[config.mk]
export PLATFORM = sky130hd
export DESIGN_NAME = ef_uart_rx_engine_flat
export DESIGN_NICKNAME = d
export VERILOG_FILES = /design/src/rtl/ef_uart_pkg.sv /design/src/rtl/ef_uart_rx_engine_if.sv /design/src/rtl/ef_uart_baud_gen.sv /design/src/rtl/ef_uart_rx_engine.sv /design/src/flat_wrapper.sv
export SDC_FILE = /design/constraint.sdc
export NUM_CORES = 1
export LEC_CHECK = 0
export CORE_MARGIN = 2
export CORE_UTILIZATION = 60
export DETAILED_ROUTE_END_ITERATION = 7
export GPL_TIMING_DRIVEN = 0
export MAX_ROUTING_LAYER = met4
export PLACE_DENSITY_LB_ADDON = 0.2
export SLEW_MARGIN = 20
export SYNTH_ARGS = -nofsm -noshare
export SYNTH_HDL_FRONTEND = slang
export SYNTH_HIERARCHICAL = 1
export SYNTH_SLANG_ARGS = --single-unit
[constraint.sdc]
create_clock -name clk -period 8.5 [get_ports clk]
set_input_delay 0.85 -clock clk [delete_from_list [all_inputs] [get_ports clk]]
set_output_delay 0.85 -clock clk [all_outputs]
set_load 0.02 [all_outputs]
[src/rtl/ef_uart_pkg.sv]
// Shared UART definitions: FSM states and oversampling constants.
package ef_uart_pkg;

    typedef enum logic [1:0] {
        IDLE  = 2'd0,
        START = 2'd1,
        DATA  = 2'd2,
        STOP  = 2'd3
    } state_t;

    localparam int         OVS  = 16;            // ticks per bit
    localparam logic [3:0] MID  = 4'd7;          // mid-bit tick of the start bit
    localparam logic [3:0] LAST = 4'(OVS - 1);   // last tick of a bit

endpackage

[src/rtl/ef_uart_rx_engine_if.sv]
// RX engine to FIFO/status bus: push strobe, data and error pulses.
interface ef_uart_rx_engine_if #(
    parameter int DW = 8
);
    logic [DW-1:0] wdata;
    logic          wr;
    logic          frame_err;
    logic          brk;

    modport master (output wdata, wr, frame_err, brk);
    modport slave  (input  wdata, wr, frame_err, brk);
endinterface

[src/rtl/ef_uart_baud_gen.sv]
// Prescale tick generator: one tick every prescale+1 clocks, synchronous clear.
module ef_uart_baud_gen (
    input  logic        clk,
    input  logic        rst_n,
    input  logic        clr,
    input  logic [15:0] prescale,
    output logic        tick
);
    logic [15:0] pcnt;

    // '>=' rather than '==' so a live prescale shrink below pcnt ticks at once
    // instead of waiting for a 16-bit wrap.
    assign tick = !clr && (pcnt >= prescale);

    // Divider counter: restarts on clear or after each tick.
    always_ff @(posedge clk or negedge rst_n) begin
        if (!rst_n)           pcnt <= '0;
        else if (clr || tick) pcnt <= '0;
        else                  pcnt <= pcnt + 16'd1;
    end
endmodule

[src/rtl/ef_uart_rx_engine.sv]
// UART receive engine: 16x oversampled 8N1 (DW data bits) frame recovery.
import ef_uart_pkg::*;

module ef_uart_rx_engine #(
    parameter int DW   = 8,
    parameter int SYNC = 2
) (
    input  logic                   clk,
    input  logic                   rst_n,
    input  logic                   en,
    input  logic                   rx_en,
    input  logic [15:0]            prescale,
    input  logic                   RX,
    ef_uart_rx_engine_if.master    bus
);
    localparam int            BW    = $clog2(DW);
    localparam logic [BW-1:0] BLAST = BW'(DW - 1);

    state_t          state, nxt;
    logic [SYNC-1:0] sync_q;
    logic            rx_s, rx_d, fall, run, tick, clr;
    logic [3:0]      scnt;
    logic [BW-1:0]   bcnt;
    logic [DW-1:0]   sr;
    logic [DW-1:0]   wdata_q;
    logic            wr_q, ferr_q, brk_q;

    assign run  = en & rx_en;
    assign rx_s = sync_q[SYNC-1];
    assign fall = rx_d & ~rx_s;
    // Tick counter held at zero while idle, so START always begins at pcnt=0.
    assign clr  = !run || (state == IDLE);

    // RX synchronizer and edge-detect delay; runs even while disabled.
    always_ff @(posedge clk or negedge rst_n) begin
        if (!rst_n) begin
            sync_q <= '1;
            rx_d   <= 1'b1;
        end else begin
            sync_q <= {sync_q[SYNC-2:0], RX};
            rx_d   <= rx_s;
        end
    end

    ef_uart_baud_gen u_baud (
        .clk      (clk),
        .rst_n    (rst_n),
        .clr      (clr),
        .prescale (prescale),
        .tick     (tick)
    );

    // State register.
    always_ff @(posedge clk or negedge rst_n) begin
        if (!rst_n) state <= IDLE;
        else        state <= nxt;
    end

    // Next-state logic.
    always_comb begin
        nxt = state;
        if (!run) nxt = IDLE;
        else begin
            unique case (state)
                IDLE:  if (fall) nxt = START;
                START: if (tick && scnt == MID) nxt = rx_s ? IDLE : DATA;
                DATA:  if (tick && scnt == LAST && bcnt == BLAST) nxt = STOP;
                STOP:  if (tick && scnt == LAST) nxt = IDLE;
                default: nxt = IDLE;
            endcase
        end
    end

    // Counters, shift register and registered one-cycle output pulses.
    always_ff @(posedge clk or negedge rst_n) begin
        if (!rst_n) begin
            scnt    <= '0;
            bcnt    <= '0;
            sr      <= '0;
            wdata_q <= '0;
            wr_q    <= 1'b0;
            ferr_q  <= 1'b0;
            brk_q   <= 1'b0;
        end else begin
            wr_q   <= 1'b0;
            ferr_q <= 1'b0;
            brk_q  <= 1'b0;
            if (!run) begin
                scnt <= '0;
                bcnt <= '0;
                sr   <= '0;
            end else begin
                unique case (state)
                    IDLE: begin
                        scnt <= '0;
                        bcnt <= '0;
                    end
                    START: if (tick) scnt <= (scnt == MID) ? 4'd0 : scnt + 4'd1;
                    DATA: if (tick) begin
                        scnt <= scnt + 4'd1;
                        if (scnt == LAST) begin
                            sr   <= {rx_s, sr[DW-1:1]};
                            bcnt <= (bcnt == BLAST) ? '0 : bcnt + 1'b1;
                        end
                    end
                    STOP: if (tick) begin
                        scnt <= scnt + 4'd1;
                        if (scnt == LAST) begin
                            if (rx_s) begin
                                wr_q    <= 1'b1;
                                wdata_q <= sr;
                            end else begin
                                ferr_q <= 1'b1;
                                brk_q  <= (sr == '0);
                            end
                        end
                    end
                    default: ;
                endcase
            end
        end
    end

    assign bus.wdata     = wdata_q;
    assign bus.wr        = wr_q;
    assign bus.frame_err = ferr_q;
    assign bus.brk       = brk_q;
endmodule
[src/flat_wrapper.sv]
// flat-port wrapper written by rule: the top's interface ports become plain ports
module ef_uart_rx_engine_flat 
#(
    parameter int DW   = 8,
    parameter int SYNC = 2
)
  (clk, rst_n, en, rx_en, prescale, RX, bus_wdata, bus_wr, bus_frame_err, bus_brk);
  ef_uart_rx_engine_if #(.DW(DW)) bus_i ();
  input  logic clk;
  input  logic rst_n;
  input  logic en;
  input  logic rx_en;
  input  logic [15:0] prescale;
  input  logic RX;
  output wire logic [$bits(bus_i.wdata)-1:0] bus_wdata;
  output wire logic [$bits(bus_i.wr)-1:0] bus_wr;
  output wire logic [$bits(bus_i.frame_err)-1:0] bus_frame_err;
  output wire logic [$bits(bus_i.brk)-1:0] bus_brk;
  assign bus_wdata = bus_i.wdata;
  assign bus_wr = bus_i.wr;
  assign bus_frame_err = bus_i.frame_err;
  assign bus_brk = bus_i.brk;
  ef_uart_rx_engine #(.DW(DW), .SYNC(SYNC)) u_core (.clk(clk), .rst_n(rst_n), .en(en), .rx_en(rx_en), .prescale(prescale), .RX(RX), .bus(bus_i));
endmodule
==> qor.yml <==
status:
  outcome: "finished clean"
final_layout:
  nNetsFinal: 325
  layout-drive-gt1-share_pct: 16.49
  synthToLayoutAreaGrowth_pct: 19.36
  nFillCells: 275
  antennaDiodeCount: 0
worst_setup_path:
  ff2ff_path_depth: 10
  cpMostUsedCell: "nand4_2"
  regToRegSetupSlack_ns: 5.42
  required_ns: 8.70
  crit_arrival_ns: 3.91
  cp_cell_sequence: "clkdlybuf4s50_1 -> inv_1 -> ha_1 -> nand4_1 -> a211oi_1 -> nand4_2 -> a31oi_1 -> buf_4 -> nand4_2 -> or4_4 -> buf_6 -> mux2_4"
  critPathLaunchType: "input pin"
  crit_slowest_cell: "clkdlybuf4s50_1"
  end_kind: "flip-flop"
  crit_type: "input pin to flip-flop"
  crit_fanout: 9
  cp_slowest_stage_delay_ns: 0.45
yosys:
  syn_area_per_cell_sq_um: 10.60
  netlist.area_leader.share_pct: 42.39
  yosys_warnings: 6
  syn-num-nets: 286
  synth_largest_area_cell: "dfrtp_1"
  yosysSeqAreaShare_pct: 45.42
  ys_types: 45
  netlist_area_sq_mm: 0.002597
  ys_ff_latch: 47
  synth_edf_count: 0
  synth_flop_cell: "dfrtp_1"
  ys_async_sr_fraction_pct: 100.0
  synth_area_leaders: "dfrtp_1 (42%), ha_1 (9.6%), mux2_4 (4.6%)"
  synth_cells: 245
place:
  hpwl_microns: 3618
  portBuffers: 31
  place_ws_ns: 4.456
  gp_routability_congestion: 0.7805
cts:
  h-tree-depth: 2
  numCtsBuffers: 5
  worstSkewPairLatency_ns: 0.31
  clock_sinks: 47
  post-cts-setup-buffer-count: 0
  cts_resized: 0
  cts_tree: "built"
  cts_buffer_depth: 2
  clk_pin_slew_worst_paths_ns: 0.09
  hold_buffers: 0
  cts_root_buffer: "clkbuf_8"
global_route:
  antenna_found_initial: 0
  grt_pass1_vias: 1864
  grt.overflow.total: 0
  grt_pass1_wl_microns: 8514
  grt_start_max_net_pins: 30
  grt_usage_pct: 22.34
detailed_routing:
  viasPerCell: 5.621
  wire_per_inst_microns: 14.48
  drc: 0
  drt-initial-drc-count: 112
  postRouteAntennaNets: 0
  dr.pass1.iters: 4
  vias: 1883
  routed_wl_microns: 4850
power:
  leakage_uw: 0.001489
  peakVddDrop_mv: 0.1544
  power_density_mw_per_mm2: 133.8
  intPower_uw: 325.7
  clkPwrFrac_pct: 39.9
  seq_power_share_pct: 54.4
  combPwrFrac_pct: 5.8
  switching_share_pct: 21.45
  switchingPower_uw: 88.97
sta:
  fin_crit_ns: 3.706
  fin_ws_ns: 4.794
  finalSetupViolCount: 0
  relSlewSlack_pct: 57.84
  finClkSkew_ns: 0.01452
  setup_tns_ns: 0
  rsz0062_at_grt: "no"
  finalCritPeriodShare_pct: 43.60
  finalHoldViolCount: 0
  fmax_mhz: 269.8
  drv_slew: 0
  worst_pin_slew_ns: 0.6296
worst_hold_path:
  min_path_cells: 0
  hp-class: "flip-flop to flip-flop"
die:
  start_util_pct: 63.56
  die_h_microns: 69.80
  die_w_microns: 69.80
  die_area_sq_mm: 0.004871
  std_cell_rows: 23
  ioPinCount: 32
  core_area_sq_mm: 0.004086
run:
  max_cap_viol_count: 0
per-layer routing:
layer  up-vias  global-route usage [%]  part of all wire [%]
met2        35                   35.34                    47
met3         5                   5.233                   3.8
met5         -                       -                     0
met1       900                   29.50                    48
met4         0                   5.128                   1.1
li1        943                       -                     -
kinds of logic after synthesis:
logic type                 Yosys count  synth area share, %
muxes                                8                4.624
AOI/OAI and AO/OA                   41                9.731
DFF                                 47                45.42
adders and majority gates           20                9.634
xor gates and xnor gates            15                5.058
buffers and inverters               32                5.780
and+or+nand+nor                     82                19.75
power groups by stage:
stage / Combinational (uW) / Sequential, uW / Clock (uW)
after floorplan: 7.72 / 230 / 0
after global placement: 22.7 / 230 / 0
after detailed placement: 24.4 / 230 / 0
after CTS: 24.5 / 225 / 171
after global routing: 27.4 / 226 / 178
final: 24.0 / 225 / 165
final cells by class:
| cell class | count | area, sq um | share of cell area, % |
|---|---|---|---|
| timing repair buffer | 32 | 325.3 | 10.49 |
| clock inverter | 3 | 46.29 | 1.493 |
| tap | 50 | 62.56 | 2.018 |
| inverter | 22 | 82.58 | 2.663 |
| buffer | 10 | 67.56 | 2.179 |
| sequential | 47 | 1180 | 38.05 |
| multi-input combinational | 166 | 1267 | 40.88 |
| clock buffer | 5 | 68.82 | 2.220 |
path summary, 6_finish.rpt:
| check | start | to |
|---|---|---|
| min | u_core/sync_q[0] | u_core/sync_q[1] |
| max in group asynchronous | rst_n | u_core/sync_q[0] |
| min in group asynchronous | rst_n | u_core/u_baud/pcnt[12] |
| max | prescale[15] | u_core/bus.wdata[5] |
| min reg2reg | u_core/sync_q[0] | u_core/sync_q[1] |
| max reg2reg | u_core/u_baud/pcnt[15] | u_core/bus.wdata[5] |
synth_stat cells, types with 2 or more instances:
library cell  count
a211oi_1          2
a21oi_1          16
a22o_1            3
a31oi_1           3
and3_1            5
and4_1            3
and4b_1           2
buf_2             2
buf_4             3
buf_6             2
clkbuf_1          2
dfrtp_1          44
dfstp_2           3
ha_1             20
inv_1            22
mux2_4            8
nand2_1          14
nand3_1          16
nand3b_1          2
nand4_1           6
nand4_2           2
nor2_1            9
nor2_2           10
nor4_1            3
o21ai_0          10
xnor2_1           2
xor2_1           13
registers in the layout (all words and copies together), names as in the netlist:
name and cells:
u_core/u_baud/pcnt 16, u_core/bus.wdata 8, u_core/sr 8, u_core/scnt 4
u_core/bcnt 3, u_core/state 2, u_core/sync_q 2, u_core/bus.brk 1
u_core/bus.frame_err 1, u_core/bus.wr 1, u_core/rx_d 1
per-stage QoR:
step / instances / total power, uW / hold slack, ns / cell area (sq um) / utilization [%]
floorplan: 245 / 237.5 / 0.3452 / 2597 / -
global placement: 326 / 252.6 / 0.3454 / 2970 / 72.69
detailed placement: 327 / 254.2 / 0.3494 / 2985 / 73.06
CTS: 335 / 420.8 / 0.3612 / 3100 / 75.87
global route: 335 / 430.5 / 0.3675 / 3100 / 75.87
finish: 335 / 414.7 / 0.3587 / 3100 / 75.87
cell usage in the layout, fill, tap and decap left out, types with 3 or more instances in the layout:
master,instances
buf_4,3
a22o_1,3
nor2_1,9
a21oi_1,16
nor2_2,10
and3_1,5
dfrtp_1,44
buf_2,3
clkbuf_8,5
inv_1,22
o21ai_0,10
dfstp_2,3
ha_1,20
nand3_1,16
nand2_1,14
nand4_1,6
clkdlybuf4s50_1,30
nor4_1,3
and4_1,3
a31oi_1,3
xor2_1,13
mux2_4,8
critical path, delay by kind of cell:
family	cells	cell delay, ns
simple gates	4	0.97
fa+ha+maj	1	0.33
mux	1	0.30
compound gates	2	0.56
buf+inv	4	0.86
Note: power is estimated with default switching activity, not from simulation.
